File: src/rtl/tpum_apb_master.sv
// tpum_apb_master
//   APB initiator for the triple-PUM register file. Accepts one command at a
//   time (start address, direction, word count) and issues that many
//   back-to-back APB transfers at consecutive word addresses. Write data
//   arrives on a valid/ready stream; read data leaves on a valid/ready stream.
//
// Ports
//   clk, rst_n                        clock, async active-low reset
//   cmd_valid/cmd_ready               command handshake (ready only in IDLE)
//   cmd_write, cmd_addr, cmd_len      direction, byte start address, word count
//   wr_valid/wr_ready, wr_data        write-data stream (ready only in WAIT_W)
//   rd_valid/rd_ready, rd_data,
//   rd_last                           read-data stream, last marks final word
//   psel, penable, pwrite, paddr,
//   pwdata, prdata, pready, pslverr   APB initiator port
//   busy                              command in progress
//   done, err                         one-cycle completion / abort pulses
module tpum_apb_master #(
  parameter int ADDR_W  = 32,
  parameter int DATA_W  = 32,
  parameter int TIMEOUT = 256
) (
  input  logic              clk,
  input  logic              rst_n,
  input  logic              cmd_valid,
  output logic              cmd_ready,
  input  logic              cmd_write,
  input  logic [ADDR_W-1:0] cmd_addr,
  input  logic [6:0]        cmd_len,
  input  logic              wr_valid,
  output logic              wr_ready,
  input  logic [DATA_W-1:0] wr_data,
  output logic              rd_valid,
  input  logic              rd_ready,
  output logic [DATA_W-1:0] rd_data,
  output logic              rd_last,
  output logic              psel,
  output logic              penable,
  output logic              pwrite,
  output logic [ADDR_W-1:0] paddr,
  output logic [DATA_W-1:0] pwdata,
  input  logic [DATA_W-1:0] prdata,
  input  logic              pready,
  input  logic              pslverr,
  output logic              busy,
  output logic              done,
  output logic              err
);

  localparam logic [2:0] S_IDLE   = 3'd0;
  localparam logic [2:0] S_WAIT_W = 3'd1;
  localparam logic [2:0] S_SETUP  = 3'd2;
  localparam logic [2:0] S_ACCESS = 3'd3;
  localparam logic [2:0] S_RESP   = 3'd4;

  // TIMEOUT-1 is the largest value the counter ever has to hold.
  localparam int TW = $clog2(TIMEOUT);

  logic [2:0]    state;
  logic [6:0]    remaining;
  logic [TW-1:0] tcnt;

  assign cmd_ready = (state == S_IDLE);
  assign wr_ready  = (state == S_WAIT_W);

  // paddr doubles as the running beat address; it simply holds in IDLE.
  always_ff @(posedge clk or negedge rst_n) begin
    if (!rst_n) begin
      state     <= S_IDLE;
      remaining <= '0;
      tcnt      <= '0;
      psel      <= 1'b0;
      penable   <= 1'b0;
      pwrite    <= 1'b0;
      paddr     <= '0;
      pwdata    <= '0;
      rd_data   <= '0;
      rd_valid  <= 1'b0;
      rd_last   <= 1'b0;
      busy      <= 1'b0;
      done      <= 1'b0;
      err       <= 1'b0;
    end else begin
      done <= 1'b0;
      err  <= 1'b0;
      case (state)
        S_IDLE: begin
          if (cmd_valid) begin
            pwrite    <= cmd_write;
            paddr     <= cmd_addr & ~ADDR_W'(3);
            remaining <= cmd_len;
            if (cmd_len == 7'd0) begin
              done <= 1'b1;
            end else begin
              busy <= 1'b1;
              if (cmd_write) begin
                state <= S_WAIT_W;
              end else begin
                psel  <= 1'b1;
                state <= S_SETUP;
              end
            end
          end
        end

        S_WAIT_W: begin
          if (wr_valid) begin
            pwdata <= wr_data;
            psel   <= 1'b1;
            state  <= S_SETUP;
          end
        end

        S_SETUP: begin
          penable <= 1'b1;
          tcnt    <= '0;
          state   <= S_ACCESS;
        end

        S_ACCESS: begin
          if (pready) begin
            psel    <= 1'b0;
            penable <= 1'b0;
            if (pslverr) begin
              err   <= 1'b1;
              busy  <= 1'b0;
              state <= S_IDLE;
            end else if (pwrite) begin
              remaining <= remaining - 7'd1;
              paddr     <= paddr + ADDR_W'(4);
              if (remaining == 7'd1) begin
                done  <= 1'b1;
                busy  <= 1'b0;
                state <= S_IDLE;
              end else begin
                state <= S_WAIT_W;
              end
            end else begin
              rd_data  <= prdata;
              rd_valid <= 1'b1;
              rd_last  <= (remaining == 7'd1);
              state    <= S_RESP;
            end
          end else if (tcnt == TW'(TIMEOUT - 1)) begin
            // pready has priority above, so this only fires on a real stall
            psel    <= 1'b0;
            penable <= 1'b0;
            err     <= 1'b1;
            busy    <= 1'b0;
            state   <= S_IDLE;
          end else begin
            tcnt <= tcnt + TW'(1);
          end
        end

        S_RESP: begin
          if (rd_ready) begin
            rd_valid  <= 1'b0;
            rd_last   <= 1'b0;
            remaining <= remaining - 7'd1;
            paddr     <= paddr + ADDR_W'(4);
            if (remaining == 7'd1) begin
              done  <= 1'b1;
              busy  <= 1'b0;
              state <= S_IDLE;
            end else begin
              psel  <= 1'b1;
              state <= S_SETUP;
            end
          end
        end

        default: begin
          psel    <= 1'b0;
          penable <= 1'b0;
          busy    <= 1'b0;
          state   <= S_IDLE;
        end
      endcase
    end
  end

endmodule

File: config.mk
export PLATFORM = sky130hd
export DESIGN_NAME = tpum_apb_master
export DESIGN_NICKNAME = d
export VERILOG_FILES = /design/src/rtl/tpum_apb_master.sv
export SDC_FILE = /design/constraint.sdc
export NUM_CORES = 1
export LEC_CHECK = 0
export CORE_MARGIN = 2
export CORE_UTILIZATION = 35
export DETAILED_ROUTE_END_ITERATION = 16
export DONT_BUFFER_PORTS = 1
export PLACE_DENSITY = 0.59
export SLEW_MARGIN = 20
export SYNTH_ARGS = -nofsm -noshare
export SYNTH_HDL_FRONTEND = slang
export SYNTH_SLANG_ARGS = --single-unit
File: constraint.sdc
create_clock -name clk -period 4.1 [get_ports clk]
set_input_delay 0.205 -clock clk [delete_from_list [all_inputs] [get_ports clk]]
set_output_delay 0.205 -clock clk [all_outputs]
set_load 0.05 [all_outputs]
# Word level (Yosys, flattened, before mapping)
# Cells that the tools add are included.
[op_classes] addsub=3 eq_ne=20 muxes=66 n_bitwise=5 n_reduce_logical=17
[op_table] cell="$mux W32" count=5
[op_table] cell="$pmux W32 S3" count=1
[op_table] cell="$mux W7" count=5
[op_table] cell="$mux W1" count=34
[op_table] cell="$add A32 B3 Y32 const B" count=1
[op_table] cell="$mux W3" count=8
[op_table] cell="$ne A2 B2 Y1 const B" count=12
[op_table] cell="$pmux W7 S3" count=1
[op_table] cell="$mux W8" count=2
[op_table] cell="$pmux W8 S2" count=1
[op_table] cell="$pmux W3 S5" count=1
[op_table] cell="$reduce_and A6 Y1" count=2
[op_table] cell="$reduce_and A5 Y1" count=2
[op_table] cell="$add A8 B1 Y8 const B" count=1
[op_table] cell="$eq A8 B8 Y1 const B" count=1
[op_table] cell="$reduce_and A8 Y1" count=1
[op_table] cell="$eq A7 B1 Y1 const B" count=1
[op_table] cell="$logic_not A7 Y1" count=1
[op_table] cell="$sub A7 B1 Y7 const B" count=1
[op_table] cell="$eq A3 B2 Y1 const B" count=2
[op_table] cell="$pmux W1 S3" count=2
[op_table] cell="$reduce_and A2 Y1" count=3
[op_table] cell="$not A1 Y1" count=5
[op_table] cell="$pmux W1 S5" count=1
[op_table] cell="14 further kinds" count=17
[totals] regBits=122 input_bits=111 output_inout_bits=106 wordCells=125

# Depth between registers and ports, before layout
[depth] ltp_word=6 ltp_mapped=8 depth_no_buf=7

# Worst setup path before layout
# Ideal clock, no wire load.
[synth_timing] kind="register to register" start="register paddr[2]" end="register paddr[30]" setup_ns=0.122 arrival_time_ns=2.097 required_ns=3.978 slack_ns=1.881 path_stages_with_launch=7 path_buffers=0 period_less_slack_ns=2.219 path_cell_list="dfrtp_1 -> ha_1 -> nand3_1 -> nor4_4 -> and2_2 -> a31oi_1 -> o22a_1"
[synth_between] elab_chain_cells=5 elab_cells_between_ends=6 cone_classes="add/sub: 1; mux: 5"
[synth_rtl] element="from (decl)" line="40" rtl="output logic [ADDR_W-1:0] paddr,"
[synth_rtl] element="from (signal assigned)" line="90" rtl="paddr <= cmd_addr & ~ADDR_W'(3);"
[synth_rtl] element="from (signal assigned)" line="130" rtl="paddr <= paddr + ADDR_W'(4);"
[synth_rtl] element="from (signal assigned)" line="161" rtl="paddr <= paddr + ADDR_W'(4);"
[synth_rtl] element="$add A32 B3 Y32 *" line="130, 161"
[synth_rtl] element="$mux W32" line="128" rtl="end else if (pwrite) begin"
[synth_rtl] element="$mux W32" line="124" rtl="if (pslverr) begin"
[synth_rtl] element="$mux W32" line="121" rtl="if (pready) begin"
[synth_rtl] element="$pmux W32 S3 *" line="86" rtl="case (state)"
# Every way passes the cells marked *; elsewhere a longest branch is shown, timed or not. The select of a mux whose other input is x is not followed.
# A chain may end at the register's enable or synchronous reset.

# Final worst setup path
[layout_timing] start="register state[2]" end="register paddr[13]"
[layout_between] elab_chain_cells=3 elab_cells_between_ends=11 cone_classes="eq/ne: 7; mux: 1; reduce/logical: 3"
[layout_rtl] element="from (decl)" line="59" rtl="logic [2:0] state;"
[layout_rtl] element="from (signal assigned)" line="69" rtl="state <= S_IDLE;"
[layout_rtl] element="from (signal assigned)" line="97" rtl="state <= S_WAIT_W;"
[layout_rtl] element="from (signal assigned)" line="100" rtl="state <= S_SETUP;"
[layout_rtl] element="$logic_not A3 Y1 *"
[layout_rtl] element="named net cmd_ready" line="26" rtl="output logic cmd_ready,"
[layout_rtl] element="$ne A2 B2 Y1 (no source line) / $reduce_bool A3 Y1 (equally long branches)"
[layout_rtl] element="$reduce_and A6 Y1 (no source line)"
# Mark *: on every way through the listed nets, which the timed path passes. The rest lies on a longest branch.

==> qor.yml <==
critPathRequiredTime_ns: 4.39
critPathSlowestCell: "o221a_2"
period_share_pct: 64.7
grt_pass1_vias: 4791
synth_seq_area_share_pct: 51.7
drv_slew: 0
p_sw_mw: 3.88
crit_chain: "or3_4 -> inv_2 -> a211o_2 -> o221a_2 -> o21ai_1 -> a22o_1"
synth_edf_count: 0
arrival_ns: 2.94
syn_avg_cell_area_um2: 11.0
via_per_inst: 5.50
placed_area_um2: 5970
post-route-util_pct: 45.6
fin_setup_tns_ns: 0
seq_power_share_pct: 52.2
internal_power_mw: 3.74
grt_use_total_pct: 18.2
cts_tree: "built"
yosysWarnings: 0
ir_drop_uv: 414
clock-sinks: 120
postRouteWirelength_um: 15700
coreArea_um2: 16400
grt_antenna_before_repair: 0
drive_above_1_share_pct: 19.7
die_w_um: 133
place_inst: 719
min_period_ns: 2.65
min_from: "cmd_addr[2]"
antennaDiodeCount: 0
cp-end-kind: "flop"
nNetsFinal: 715
place_congestion: 0.811
critPathMaxFanout: 30
startpoint_type: "flop"
swShare_pct: 50.9
slowest_delay_ns: 0.64
hold_viol: 0
fmax_mhz: 377
first_pass_iters: 4
layout.cells.non_filler: 833
min-delay-path-class: "in -> reg"
grt_start_max_net_pins: 121
root_buffer: "clkbuf_16"
dieArea_um2: 17600
synth_area_um2: 5810
setup_viol: 0
synth_cells: 528
status: "finished clean"
die_y_um: 133
syn_to_final_growth_pct: 28.7
postCtsSetupBuffers: 0
synthArstFlopShare_pct: 100
max_cap_violations: 0
grt_first_pass_wirelength_um: 25400
synth_cell_types: 67
path_clk_slew_ns: 0.05
power_mw: 7.62
synth_ff_type: "dfrtp_1"
power_density_nw_per_um2: 1020
post-route-drc-count: 0
clkLatencyLatePin_ns: 0.41
crit_type: "reg -> reg"
routed_wire_length_per_instance_um: 18.8
dp_hpwl_um: 9980
fillCellCount: 1475
port_buffers: 0
io_pins: 217
cts.htree.levels: 4
whs_ns: 0.0270
drtIter0Drc: 178
worst_pin_slew_ns: 0.890
post-place-ws_ns: 1.45
p_clk_share_pct: 21.4
start_util_pct: 35.4
crit_start: "state[2]$_DFFE_PN0P_"
cts_buffer_depth: 2
grt_setup_unrepaired: "no"
cts_buffers: 17
grt.overflow.total: 0
combPwrFrac_pct: 26.5
finish.instance_area_um2: 7470
vias: 4583
r2r_start: "state[2]$_DFFE_PN0P_"
power.leakage_nw: 3.08
slew_headroom_pct: 40.4
synth-seq-cells: 120
clock_skew_ns: 0.00521
ant_nets: 0
std_cell_rows: 47
postLayoutSetupSlackWorst_ns: 1.45
cell usage after synthesis, types with 3 or more instances:
cell type	instances	share of area (%)
o22a_1	8	1.2
clkbuf_1	12	0.78
or2_2	3	0.32
nor2_1	29	1.9
and4_1	3	0.45
xnor2_1	3	0.45
o21ai_0	34	2.9
a21oi_1	36	3.1
and4b_1	3	0.52
inv_1	10	0.65
and3_1	6	0.65
dfrtp_1	120	52
nand4_1	9	0.97
ha_1	4	0.86
mux2_2	66	13
nor3_1	8	0.69
o41ai_1	3	0.45
a41oi_1	3	0.45
nand2_1	26	1.7
a2bb2oi_1	16	2.4
a22oi_1	3	0.39
o211ai_1	3	0.39
and2_1	6	0.65
a31oi_1	6	0.65
nor2b_1	3	0.32
buf_2	19	1.6
o22ai_1	10	1.1
nand3_1	27	2.3
worst max-delay path, delay by kind of cell, from the launching register on:
kind / cells / cell delay (ns)
DFF: 1 / 0.55
buffers and inverters: 1 / 0.26
and+or+nand+nor: 1 / 0.50
AOI/OAI and AO/OA: 4 / 1.22
layout by cell type, fill, tap and decap left out, drive strengths merged, types with 4 or more instances in the layout:
cell / count
a21oi: 37
a2bb2oi: 16
a31oi: 6
and2: 8
and3: 6
buf: 5
bufinv: 5
clkbuf: 20
clkinvlp: 4
dfrtp: 120
dlygate4sd3: 80
ha: 4
inv: 11
mux2: 66
nand2: 27
nand3: 27
nand4: 10
nor2: 29
nor3: 8
nor4: 4
o21ai: 35
o22a: 8
o22ai: 10
final timing paths:
| check | end | slack [ns] | cells past startpoint |
|---|---|---|---|
| worst max register to register | paddr[13]$_DFFE_PN0P_ | 1.45 | 6 |
| worst min register to register | tcnt[0]$_DFFE_PN0P_ | 0.54 | 1 |
| max in group asynchronous | rd_data[13]$_DFFE_PN0P_ | 3.21 | 2 |
| worst max-delay path | paddr[13]$_DFFE_PN0P_ | 1.45 | 6 |
| worst min-delay path | paddr[2]$_DFFE_PN0P_ | 0.03 | 2 |
| min in group asynchronous | paddr[19]$_DFFE_PN0P_ | 0.42 | 2 |
power by group through the flow:
stage | sequential, mW | combinational, mW | clock [mW]
floorplan | 3.78 | 1.63 | 0
global placement | 3.97 | 1.79 | 0
detailed placement | 3.98 | 1.89 | 0
CTS | 3.97 | 1.97 | 1.67
global route | 4.06 | 2.25 | 1.73
finish | 3.98 | 2.02 | 1.63
what timing repair did:
item | CTS | global route
hold buffers | 81 | 0
gates resized for setup | 0 | 0
endpoints found under the hold margin | 199 | 0
final cells by class:
type                            count  area, um^2  area share (%)
Inverter                           11        41.3           0.552
Clock buffer                       20         447            5.98
Tap cell                          220         275            3.68
Timing Repair Buffer               85         878            11.8
Sequential cell                   120        3000            40.2
Multi-Input combinational cell    365        2630            35.2
Clock inverter                     12         199            2.66
cells by family (layout without fill, tap and decap cells):
group	after synthesis	count (layout)	share of synthesized area (%)
XOR/XNOR	5	5	0.754
adder cells (fa/ha/maj)	4	4	0.862
AND/OR/NAND/NOR	144	144	14.0
multiplexers	67	67	13.0
flip-flops	120	120	51.7
other	1	2	0.0646
buffers and inverters	44	128	3.38
AO/OA/AOI/OAI	143	143	16.3
per-layer routing:
layer  global-route usage (%)  wire [um]  up-vias
li1                         -          -     2109
met1                     20.6       6120     2238
met2                     31.0       7820      215
met3                     7.97       1480       21
met4                     5.62        261        0
met5                        0          0        -
state kept, by name, indices dropped and copies added (netlist names):
register / count
busy: 1
done: 1
err: 1
paddr: 30
penable: 1
psel: 1
pwdata: 32
pwrite: 1
rd_data: 32
rd_last: 1
rd_valid: 1
remaining: 7
state: 3
tcnt: 8
(Power assumes the default switching activity.)
